[config.mk]
export PLATFORM = sky130hd
export DESIGN_NAME = bricks_game_sequencer
export DESIGN_NICKNAME = d
export VERILOG_FILES = /design/src/rtl/bricks_game_sequencer.sv
export SDC_FILE = /design/constraint.sdc
export NUM_CORES = 1
export LEC_CHECK = 0
export BUFFER_PORTS_ARGS = -buffer_cell sky130_fd_sc_hd__buf_4
export CORE_UTILIZATION = 45
export DETAILED_ROUTE_END_ITERATION = 7
export PLACE_DENSITY = 0.66
export SLEW_MARGIN = 5
export SYNTH_ARGS = -nofsm -noshare
export SYNTH_HDL_FRONTEND = slang
export SYNTH_SLANG_ARGS = --single-unit
[constraint.sdc]
create_clock -name clock -period 6.15 [get_ports clock]
set_input_delay 0.615 -clock clock [delete_from_list [all_inputs] [get_ports clock]]
set_output_delay 0.615 -clock clock [all_outputs]
set_load 0.005 [all_outputs]
[src/rtl/bricks_game_sequencer.sv]
// rtl/bricks_game_sequencer.sv - Bricks round sequencer: serve/play/level/over flow, move strobe, lives and level
// Optional pause support is compiled in when BRICKS_PAUSE_EN is defined.
module bricks_game_sequencer #(
    parameter int unsigned LIVES       = 3,
    parameter int unsigned MAX_LEVEL   = 3,
    parameter int unsigned BASE_DIV    = 4,
    parameter int unsigned SERVE_TICKS = 4,
    parameter logic [3:0]  KEY_START   = 4'hA,
    parameter logic [3:0]  KEY_PAUSE   = 4'hB
) (
    input  logic       clock,
    input  logic       reset,
    input  logic       tick,
    input  logic [3:0] control,
    input  logic       ball_lost,
    input  logic       bricks_cleared,
    output logic [2:0] state,
    output logic       move_en,
    output logic       ball_reload,
    output logic       bricks_reload,
    output logic [1:0] lives,
    output logic [2:0] level,
    output logic [2:0] serve_count,
    output logic       game_over
);

    localparam logic [2:0] S_IDLE     = 3'd0;
    localparam logic [2:0] S_SERVE    = 3'd1;
    localparam logic [2:0] S_PLAY     = 3'd2;
    localparam logic [2:0] S_PAUSE    = 3'd3;
    localparam logic [2:0] S_LEVEL_UP = 3'd4;
    localparam logic [2:0] S_OVER     = 3'd5;

    localparam logic [1:0] LIVES_W     = 2'(LIVES);
    localparam logic [2:0] MAX_LEVEL_W = 3'(MAX_LEVEL);
    localparam logic [3:0] BASE_DIV_W  = 4'(BASE_DIV);
    localparam logic [2:0] SERVE_W     = 3'(SERVE_TICKS);

    logic [2:0] state_q, state_d;
    logic [1:0] lives_q, lives_d;
    logic [2:0] level_q, level_d;
    logic [2:0] serve_count_q, serve_count_d;
    logic [3:0] div_cnt_q, div_cnt_d;
    logic       move_en_q, move_en_d;
    logic       ball_reload_q, ball_reload_d;
    logic       bricks_reload_q, bricks_reload_d;
    logic       game_over_q, game_over_d;
    logic [3:0] ctrl_prev_q, ctrl_prev_d;

    logic       start_press;
    logic [3:0] period;

    assign start_press = (control == KEY_START) && (ctrl_prev_q != KEY_START);

`ifdef BRICKS_PAUSE_EN
    logic pause_press;
    assign pause_press = (control == KEY_PAUSE) && (ctrl_prev_q != KEY_PAUSE);
`else
    logic unused_key_pause;
    assign unused_key_pause = ^KEY_PAUSE;
`endif

    // Higher levels move faster; never below one tick per move.
    always_comb begin
        period = 4'd1;
        if (BASE_DIV_W > {1'b0, level_q}) begin
            period = BASE_DIV_W - {1'b0, level_q};
        end
    end

    always_comb begin
        state_d         = state_q;
        lives_d         = lives_q;
        level_d         = level_q;
        serve_count_d   = serve_count_q;
        div_cnt_d       = div_cnt_q;
        move_en_d       = 1'b0;
        ball_reload_d   = 1'b0;
        bricks_reload_d = 1'b0;
        ctrl_prev_d     = control;

        case (state_q)
            S_IDLE, S_OVER: begin
                if (start_press) begin
                    state_d         = S_SERVE;
                    lives_d         = LIVES_W;
                    level_d         = 3'd0;
                    serve_count_d   = SERVE_W;
                    ball_reload_d   = 1'b1;
                    bricks_reload_d = 1'b1;
                end
            end
            S_SERVE: begin
                if (tick) begin
                    serve_count_d = serve_count_q - 3'd1;
                    if (serve_count_q <= 3'd1) begin
                        serve_count_d = 3'd0;
                        state_d       = S_PLAY;
                        div_cnt_d     = 4'd0;
                    end
                end
            end
            S_PLAY: begin
                // A cleared wall wins over a simultaneous lost ball.
                if (bricks_cleared) begin
                    state_d = S_LEVEL_UP;
                end else if (ball_lost) begin
                    if (lives_q > 2'd1) begin
                        lives_d       = lives_q - 2'd1;
                        ball_reload_d = 1'b1;
                        serve_count_d = SERVE_W;
                        state_d       = S_SERVE;
                    end else begin
                        lives_d = 2'd0;
                        state_d = S_OVER;
                    end
                end
`ifdef BRICKS_PAUSE_EN
                else if (pause_press) begin
                    state_d = S_PAUSE;
                end
`endif
                else if (tick) begin
                    if (div_cnt_q >= period - 4'd1) begin
                        move_en_d = 1'b1;
                        div_cnt_d = 4'd0;
                    end else begin
                        div_cnt_d = div_cnt_q + 4'd1;
                    end
                end
            end
`ifdef BRICKS_PAUSE_EN
            S_PAUSE: begin
                if (pause_press) begin
                    state_d = S_PLAY;
                end
            end
`endif
            S_LEVEL_UP: begin
                level_d         = (level_q >= MAX_LEVEL_W) ? MAX_LEVEL_W : level_q + 3'd1;
                ball_reload_d   = 1'b1;
                bricks_reload_d = 1'b1;
                serve_count_d   = SERVE_W;
                state_d         = S_SERVE;
            end
            default: begin
                state_d = S_IDLE;
            end
        endcase

        game_over_d = (state_d == S_OVER);
    end

    always_ff @(posedge clock or negedge reset) begin
        if (!reset) begin
            state_q         <= S_IDLE;
            lives_q         <= LIVES_W;
            level_q         <= 3'd0;
            serve_count_q   <= 3'd0;
            div_cnt_q       <= 4'd0;
            move_en_q       <= 1'b0;
            ball_reload_q   <= 1'b0;
            bricks_reload_q <= 1'b0;
            game_over_q     <= 1'b0;
            ctrl_prev_q     <= 4'd0;
        end else begin
            state_q         <= state_d;
            lives_q         <= lives_d;
            level_q         <= level_d;
            serve_count_q   <= serve_count_d;
            div_cnt_q       <= div_cnt_d;
            move_en_q       <= move_en_d;
            ball_reload_q   <= ball_reload_d;
            bricks_reload_q <= bricks_reload_d;
            game_over_q     <= game_over_d;
            ctrl_prev_q     <= ctrl_prev_d;
        end
    end

    assign state         = state_q;
    assign lives         = lives_q;
    assign level         = level_q;
    assign serve_count   = serve_count_q;
    assign move_en       = move_en_q;
    assign ball_reload   = ball_reload_q;
    assign bricks_reload = bricks_reload_q;
    assign game_over     = game_over_q;

endmodule

==> impl_results.md, run 1 <==
* Setup violators final at 0
* Hold_buf cts at 0
* Clock Latency Late Sink at around 0.31 ns
* Overall routing resource usage at around 18%
* DRC Markers at 0
* GR Util met1 at 21.5%
* Static leakage at 0.737 nW
* Die X at approximately 55 um
* Max VDD drop at roughly 0.00027 V
* Vias in the first global route at around 1000
* CP max stage cell: a2111oi_0
* Crit path launch type: flop
* Setup bufs post-CTS at 0
* Fraction of registers with async set/reset at 100%
* Crit path cell chain: inv_1, ha_1, nand2_1, ha_1, ha_1, a2111oi_0, o21bai_1, nor2_2, a221o_1
* ANT nets after route at 0
* CP endpoint kind: flop
* Critical path's top delay family: compound AO/OA/AOI/OAI gates
* Fin crit share at 43.9%
* Mean post-synth cell area at approximately 10 um2
* Grt peak-use layer: met2
* Synthesized cell area at between 1000 and 1500 um2
* FMAX at roughly 0.37 GHz
* DP Area at between 1000 and 1500 um2
* Cell mode on critical path: ha_1
* Crit Path Class: flop to flop
* CTS Buffer Depth at 2
* Largest net degree at the start of global routing at 24
* Slew HR at between 50% and 60%
* Initial Util at between 40% and 50%
* TritonCTS clock tree: done
* Worst Path Required at between 6 and 7 ns
* Layout Cell Area excl Fill at ~1500 um2
* Initial antenna violation count at 0
* Cell count after synthesis at 130
* End-of-flow core utilization at a little over half
* Nets@finish at approximately 170
* Hold Vio Cnt, Final at 0
* Drt first-iter violations at 17
* Syn Nets at 150
* Post-synth EDFFs at 0
* Setup TNS at 0 ns
* Crit path buf inv count at 1
* CTS root buffer: clkbuf_4
* Sequential fraction of the synthesis area at 45.0%
* H-tree depth at 1
* WL final at about 2500 um
* Share of layout cells above drive strength 1 at approximately 23%
* Met2 usage at between 30% and 40%
* Num ports at 24
* Cts repair resizes at 0
* Diodes inserted at 0
* Gr ovfl total at 0
* Synthesis Warnings at 0
* First-pass GRT wire length at around 4300 um
* Worst-path clk slew at between 0.1 and 0.15 ns
* Main synth FF type: dfrtp_1
* CP Data Arrival Time at between 2 and 3 ns
* CTS Buf Count at 3
* Core footprint at about 2700 um2
* Worst path max stage delay at approximately 0.56 ns
* Die Area at between 3000 and 4000 um2
* CTS sink count at 23
* Pin slew with the least headroom to its limit at around 0.7 ns
* RD Place Congestion at just under 0.8
* Skew final at 0.00188 ns
* Top cell type's share of synthesized area at roughly two fifths
* Minimum clock period at roughly 2.7 ns
* Detailed placer's ending HPWL at around 1900 um
* Met3 usage at 3.28%
* Post-synthesis register bit count at 23
* Most instantiated cells after synthesis: dfrtp_1, nand2_1, nor2_1
* # port buffers at 23
* DR pass1 iterations at 4
* Crit path max fanout at 7
* PD cells at around 420 nW/um2
* Row count at 19
* Die H at 55.4 um
* Max Cap Viol at 0
* Most frequent cell after synthesis: dfrtp_1
* Status: completed
* Via Count at 1012
* Vias per inst at ~5.5
* RSZ-0062 raised after global routing: false
* Avg WL per Cell at 13.5 um
* HP Class: input port to async pin
* Cell variety after synth at 41
* Max-slew violation count at 0
* Area Overhead vs Synth at 16.5%
* Synth area leaders: dfrtp_1, ha_1, dfstp_2, nand2_1, nor2_1
* Synth area leader: dfrtp_1
-- cell families (layout without fill, tap and decap cells) --
logic type	count (synthesis)	in the layout	synth area share, %
buffers and inverters	15	38	5.35
DFF	23	23	45.0
muxes	1	1	0.876
xor gates and xnor gates	2	2	1.36
AOI/OAI and AO/OA	32	32	18.4
adders and majority gates	11	11	10.7
and+or+nand+nor	46	46	18.3
-- layout by cell type, fill, tap and decap left out, drive strengths merged --
cell type  netlist  layout
a21oi            3       3
xnor2            1       1
a31oi            2       2
nand2b           2       2
a221o            1       1
o32ai            1       1
nand3            4       4
nor4bb           2       2
ha              11      11
o21ai            9       9
inv             11      11
a21boi           1       1
buf              3      23
a2111oi          1       1
a211oi           1       1
nor3b            1       1
nor2            14      14
nand2           13      13
nand3b           1       1
o21ba            1       1
o21bai           3       3
dfstp            2       2
clkinv           0       1
nor3             2       2
a22o             3       3
or3              1       1
o21a             1       1
a21o             1       1
dfrtp           21      21
clkbuf           1       3
a222oi           1       1
xor2             1       1
o2bb2ai          2       2
mux2             1       1
o211ai           1       1
nor2b            3       3
or4              1       1
or3b             2       2
-- power by group --
| part | switching, W | total [W] | internal, W | leakage, nW |
|---|---|---|---|---|
| Clock | 0.0000469 | 0.0000712 | 0.0000243 | 0.0177 |
| Sequential | 0.0000495 | 0.000241 | 0.000191 | 0.297 |
| Combinational | 0.000153 | 0.000311 | 0.000158 | 0.422 |
| Total | 0.000249 | 0.000623 | 0.000374 | 0.737 |
-- per-stage QoR --
step | instances | hold WS [ns] | total power, W | setup WS (ns)
6_report | 184 | 0.167 | 0.000623 | 3.45
5_1_grt | 184 | 0.168 | 0.000685 | 3.18
4_1_cts | 184 | 0.169 | 0.000632 | 3.39
3_5_place_dp | 180 | 0.503 | 0.000557 | 3.43
3_3_place_gp | 180 | 0.493 | 0.000544 | 3.63
2_1_floorplan | 130 | 0.319 | 0.000457 | 3.78
-- worst register-to-register path: stages, from the launching register on --
cell and delay [ns]:
dfrtp_1 0.47, inv_1 0.07, ha_1 0.31, nand2_1 0.06, ha_1 0.30, ha_1 0.27, a2111oi_0 0.56, o21bai_1 0.22
nor2_2 0.20, a221o_1 0.17
-- registers in the layout, summed over array words and instances (netlist names) --
signal and cells:
ctrl_prev_q 4, div_cnt_q 4, level 3, serve_count 3, state 3, lives 2
ball_reload 1, bricks_reload 1, game_over 1, move_en 1
-- layer usage --
layer | up-vias | part of all wire [%]
met5 | - | 0
met4 | 0 | 1.0
li1 | 505 | -
met1 | 480 | 47
met3 | 6 | 2.8
met2 | 21 | 49
-- area by class of cell --
cell class	instances	area (um2)
Multi-Input combinational cell	92	638
Tap cell	31	38.8
Fill cell	240	1240
Inverter	11	41.3
Sequential cell	23	578
Clock buffer	3	22.5
Clock inverter	1	5.00
Timing Repair Buffer	23	173
-- worst paths after layout --
path                                 startpoint                    endpoint  slack [ns]  depth (start not counted)
min                                       reset  serve_count[2]$_DFFE_PN0P_        0.17                          1
min in group clock                   control[3]    ctrl_prev_q[3]$_DFF_PN0_        0.41                          1
min reg2reg                lives[1]$_DFFE_PN1P_        lives[1]$_DFFE_PN1P_        0.52                          2
max in group asynchronous                 reset        lives[1]$_DFFE_PN1P_        5.70                          1
max                        level[0]$_DFFE_PN0P_    div_cnt_q[3]$_DFFE_PN0P_        3.45                          9
max reg2reg                level[0]$_DFFE_PN0P_    div_cnt_q[3]$_DFFE_PN0P_        3.45                          9
Note: power is estimated with default switching activity, not from simulation.
==> run 2, diff against run 1 <==
Clock period 6.15 ns to 2.6 ns, I/O delays scaled along.
==> impl_results.md, run 2 (same netlist as run 1, synthesis figures left out) <==
* Status: completed
* Fin crit share at 93.2% (+49 points)
* RD Place Congestion at 0.773 (+0.23%)
* Gr ovfl total at 0 (unchanged)
* Crit path launch type: flop
* Overall routing resource usage at 18.2% (+0.43 points)
* CP max stage cell: dfrtp_1
* CTS root buffer: clkbuf_4
* Vias in the first global route at 1012 (-0.98%)
* Static leakage at 0.744 nW (+1.0%)
* TritonCTS clock tree: done
* Crit path max fanout at 5 (-2)
* WL final at 2480 um (+0.12%)
* Skew final at 0.00555 ns (+0.00367 ns)
* Regs by FF count: ctrl_prev_q: 4 flops, div_cnt_q: 4 flops
* RSZ-0062 raised after global routing: false
* ANT nets after route at 0 (unchanged)
* Die H at 55.4 um (unchanged)
* Max Cap Viol at 0 (unchanged)
* Core footprint at 2730 um2 (unchanged)
* CTS Buf Count at 3 (unchanged)
* DRC Markers at 0 (unchanged)
* Die X at 55.4 um (unchanged)
* Pin slew with the least headroom to its limit at 0.699 ns (-0.00244 ns)
* Via Count at 995 (-1.7%)
* Share of layout cells above drive strength 1 at 24.5% (+1.6 points)
* Worst Path Required at 2.86 ns (-3.55 ns)
* Initial antenna violation count at 0 (unchanged)
* # port buffers at 23 (unchanged)
* Worst-path clk slew at 0.13 ns (about the same)
* Crit path cell chain: inv_1, ha_1, nand2_1, ha_1, ha_1, a2111oi_2, o21bai_2, nor2_2, mux2_2
* H-tree depth at 1 (unchanged)
* CP endpoint kind: flop
* Max VDD drop at 0.000558 V (+110%)
* Setup TNS at 0 ns (unchanged)
* Diodes inserted at 0 (unchanged)
* Crit Path Class: flop to flop
* Minimum clock period at 2.42 ns (-0.275 ns)
* Clock Latency Late Sink at 0.31 ns (about the same)
* First-pass GRT wire length at 4360 um (+0.30%)
* Tot Pwr at 0.00153 W (+150%)
* DR pass1 iterations at 4 (unchanged)
* Die Area at 3070 um2 (unchanged)
* Crit path buf inv count at 1 (unchanged)
* Row count at 19 (unchanged)
* Commonest non-fill, non-tap cell in the layout: buf_4
* PD cells at 1000 nW/um2 (+140%)
* Setup violators final at 0 (unchanged)
* Slew HR at 53.4% (+0.16 points)
* Vias per inst at 5.35 (-2.7%)
* Drt first-iter violations at 19 (+2)
* Worst path max stage delay at 0.43 ns (-0.13 ns)
* Initial Util at 47.0% (unchanged)
* CTS sink count at 23 (unchanged)
* Non-Filler Instances at 186 (+1.1%)
* Cell mode on critical path: ha_1
* Max-slew violation count at 0 (unchanged)
* FMAX at 0.412 GHz (+11%)
* CTS Buffer Depth at 2 (unchanged)
* Hold Vio Cnt, Final at 0 (unchanged)
* Placed cells at 181 (+0.56%)
* Avg WL per Cell at 13.3 um (-0.96%)
* Nets@finish at 176 (+1.1%)
* HP Class: input port to flop
* CP Data Arrival Time at 2.69 ns (-0.27 ns)
* Commonest non-fill, non-tap cells in the layout: buf_4, dfrtp_1, nand2_1, nor2_1
* Num ports at 24 (unchanged)
* Detailed placer's ending HPWL at 1930 um (+0.12%)
* Largest net degree at the start of global routing at 24 (unchanged)
* Area Overhead vs Synth at 18.8%
* Critical path's top delay family: adder cells
==> run 2: changes by cell type in the layout (fill, tap and decap cells not counted), sizes merged <==
cell and delta:
buf +1, clkinv -1, clkinvlp +1, dlygate4sd3 +1
==> run 2: metrics by stage <==
stage	area, um2	hold WS, ns	utilization [%]	worst slack [ns]
2_1_floorplan	1280	-0.0356	-	0.227
3_3_place_gp	1480	0.169	54.0	0.127
3_5_place_dp	1480	0.177	54.0	0.0503
4_1_cts	1520	0.0305	55.7	0.126
5_1_grt	1530	0.0174	55.8	0.0143
6_report	1530	0.0501	55.8	0.176
==> run 2: what timing repair did <==
| item | 4_1_cts | 5_1_grt |
|---|---|---|
| setup endpoints to repair | 4 | 2 |
| hold buffers | 1 | 0 |
| resized for setup | 2 | 1 |
| hold endpoints to repair | 21 | 0 |
| buffers inserted | 0 | 0 |
==> run 2: power breakdown <==
part           switching (W)  internal (W)
Sequential          0.000101      0.000452
Combinational       0.000401      0.000405
Clock               0.000113     0.0000587
Total               0.000615      0.000916
==> run 2: path summary, 6_finish.rpt <==
kind	depth (start not counted)	from	slack (ns)	to
worst min register to register	2	lives[1]$_DFFE_PN1P_	0.52	lives[1]$_DFFE_PN1P_
worst max-delay path	9	level[1]$_DFFE_PN0P_	0.18	div_cnt_q[0]$_DFFE_PN0P_
min in group asynchronous	2	reset	0.36	serve_count[0]$_DFFE_PN0P_
worst min-delay path	1	control[1]	0.05	ctrl_prev_q[1]$_DFF_PN0_
worst max register to register	9	level[1]$_DFFE_PN0P_	0.18	div_cnt_q[0]$_DFFE_PN0P_
max in group asynchronous	2	reset	1.96	lives[0]$_DFFE_PN1P_
==> run 2: layer usage <==
layer | vias up | wire (um) | part of all wire, % | track usage (%)
met2 | 28 | 1180 | 48 | 31.5
li1 | 508 | - | - | -
met1 | 453 | 1130 | 46 | 21.0
met5 | - | 0 | 0 | 0
met3 | 6 | 112 | 4.5 | 5.39
met4 | 0 | 51 | 2.1 | 7.14
==> run 2: final cells by class <==
class | instances | area, um2
Fill cell | 245 | 1210
Multi-Input combinational cell | 92 | 648
Sequential cell | 23 | 578
Timing Repair Buffer | 25 | 190
Inverter | 11 | 41.3
Tap cell | 31 | 38.8
Clock buffer | 3 | 22.5
Clock inverter | 1 | 7.51
==> run 3, diff against run 2 <==
Settings changed: CTS_BUF_LIST set to sky130_fd_sc_hd__clkbuf_8.
==> impl_results.md, run 3 (same netlist as run 1, synthesis figures left out) <==
* NetSw at 0.000622 W (+1.2%)
* Vias in the first global route at 1013 (+0.099%)
* Crit path max fanout at 5 (unchanged)
* FILL cells at 239 (-2.4%)
* HP Class: input port to flop
* Worst R2R Path Depth at 9 (unchanged)
* Clock Latency Late Sink at 0.26 ns (-0.05 ns)
* CTS Buf Count at 3 (unchanged)
* Setup TNS at 0 ns (unchanged)
* Row count at 19 (unchanged)
* Die Area at 3070 um2 (unchanged)
* CTS sink count at 23 (unchanged)
* Hold Vio Cnt, Final at 0 (unchanged)
* CTS root buffer: clkbuf_8
* Nets@finish at 176 (unchanged)
* Internal at 0.000966 W (+5.5%)
* Die X at 55.4 um (unchanged)
* Worst Setup EP: div_cnt_q[0]$_DFFE_PN0P_
* Commonest non-fill, non-tap cells in the layout: buf_4, dfrtp_1, nand2_1, nor2_1
* Commonest non-fill, non-tap cell in the layout: buf_4
* DRC Markers at 0 (unchanged)
* Slew HR at 52.9% (-0.47 points)
* Num ports at 24 (unchanged)
* Skew final at 0.00365 ns (-0.00191 ns)
* End-of-flow core utilization at 56.5% (+0.69 points)
* # port buffers at 23 (unchanged)
* CP Data Arrival Time at 2.62 ns (-0.07 ns)
* Avg WL per Cell at 13.5 um (+1.0%)
* Max-slew violation count at 0 (unchanged)
* RR Endpoint: div_cnt_q[0]$_DFFE_PN0P_
* Largest net degree at the start of global routing at 24 (unchanged)
* RD Place Congestion at 0.773 (unchanged)
* RSZ-0062 raised after global routing: false
* Crit Path Class: flop to flop
* Diodes inserted at 0 (unchanged)
* Worst Setup SP: level[1]$_DFFE_PN0P_
* Detailed placer's ending HPWL at 1930 um (unchanged)
* Setup bufs post-CTS at 0 (unchanged)
* Share of layout cells above drive strength 1 at 24.5% (unchanged)
* DR pass1 iterations at 4 (unchanged)
* Overall routing resource usage at 18.3% (+0.10 points)
* Crit path launch type: flop
* Pin slew with the least headroom to its limit at 0.706 ns (+0.00706 ns)
* Tot Pwr at 0.00159 W (+3.7%)
* Layout Cell Area excl Fill at 1550 um2 (+1.2%)
* Static leakage at 0.752 nW (+1.0%)
* Drt first-iter violations at 21 (+2)
* First-pass GRT wire length at 4370 um (+0.32%)
* Setup violators final at 0 (unchanged)
* Via Count at 993 (-0.20%)
* H-tree depth at 1 (unchanged)
* RR Startpoint: level[1]$_DFFE_PN0P_
* Sequential power share at 34.9% (-1.2 points)
* Worst-path clk slew at 0.08 ns (-0.05 ns)
* Reg2Reg Setup Slack at 0.19 ns (about the same)
* Power share of the combinational group at 50.9% (-1.8 points)
* Switching Fraction at 39.2% (-1.0 points)
* FMAX at 0.415 GHz (+0.57%)
* Gr ovfl total at 0 (unchanged)
* WL final at 2500 um (+1.0%)
* Core footprint at 2730 um2 (unchanged)
* Die H at 55.4 um (unchanged)
* Worst Path Required at 2.81 ns (-0.05 ns)
* Max VDD drop at 0.000562 V (+0.74%)
* TritonCTS clock tree: done
* Initial antenna violation count at 0 (unchanged)
* Status: completed
* Initial Util at 47.0% (unchanged)
* Fin crit share at 92.7% (-0.53 points)
* Max Cap Viol at 0 (unchanged)
* CTS Buffer Depth at 2 (unchanged)
* Minimum clock period at 2.41 ns (-0.0137 ns)
* ANT nets after route at 0 (unchanged)
* Area Overhead vs Synth at 20.3%
* Vias per inst at 5.34 (-0.20%)
* DP Area at 1480 um2 (unchanged)
* Clock power share at 14.2% (+3.0 points)
* Hold depth at 1 (unchanged)
* CP endpoint kind: flop
* Regs by FF count: ctrl_prev_q: 4 flops, div_cnt_q: 4 flops
* PD cells at 1030 nW/um2 (+2.5%)
run 3: critical path, stage by stage (launching register included):
cell and delay [ns]:
dfrtp_1 0.41, inv_1 0.06, ha_1 0.30, nand2_1 0.06
ha_1 0.29, ha_1 0.29, a2111oi_2 0.41, o21bai_2 0.16
nor2_2 0.18, mux2_2 0.18
run 3: worst min-delay path by stage:
stage / slack, ns / from / end
3_3_place_gp: 0.17 / reset / serve_count[2]$_DFFE_PN0P_
2_1_floorplan: -0.04 / reset / ball_reload$_DFF_PN0_
4_1_cts: 0.1 / control[0] / ctrl_prev_q[0]$_DFF_PN0_
3_5_place_dp: 0.18 / reset / div_cnt_q[3]$_DFFE_PN0P_
6_report: 0.11 / control[3] / ctrl_prev_q[3]$_DFF_PN0_
5_1_grt: 0.09 / control[1] / ctrl_prev_q[1]$_DFF_PN0_
run 3: cell type report:
type                    instances  area, um2  area share [%]
multi-input cells              92        648            41.9
well taps                      31       38.8            2.51
inverters                      11       41.3            2.67
flip-flops and latches         23        578            37.4
repair buffers                 25        190            12.3
clock inverters                 1       7.51           0.486
clock buffers                   3       41.3            2.67
run 3: per-stage QoR:
stage               hold WS [ns]  worst slack (ns)  std cells
floorplan                -0.0356             0.227        130
global placement           0.169             0.127        181
detailed placement         0.177            0.0503        181
CTS                       0.0967            0.0100        186
global route              0.0878            0.0309        186
finish                     0.105             0.189        186
run 3: power by group through the flow:
stage,Sequential (W),Clock (W),Combinational [W]
floorplan,0.000539,0,0.000543
global placement,0.000557,0,0.000738
detailed placement,0.000561,0,0.000766
CTS,0.000555,0.000236,0.000784
global route,0.000574,0.000252,0.000930
finish,0.000555,0.000226,0.000807
run 3: what timing repair did:
item	CTS	global route
resized for setup	1	2
hold endpoints to repair	21	0
hold buffers	1	0
endpoints found under the setup margin	4	4
run 3: layer usage:
layer  vias up  GRT usage, %  part of all wire, %
met2        24          32.7                   49
met4         0          6.43                  1.5
met1       460          20.5                   44
li1        505             -                    -
met5         -             0                    0
met3         4          5.39                  4.9
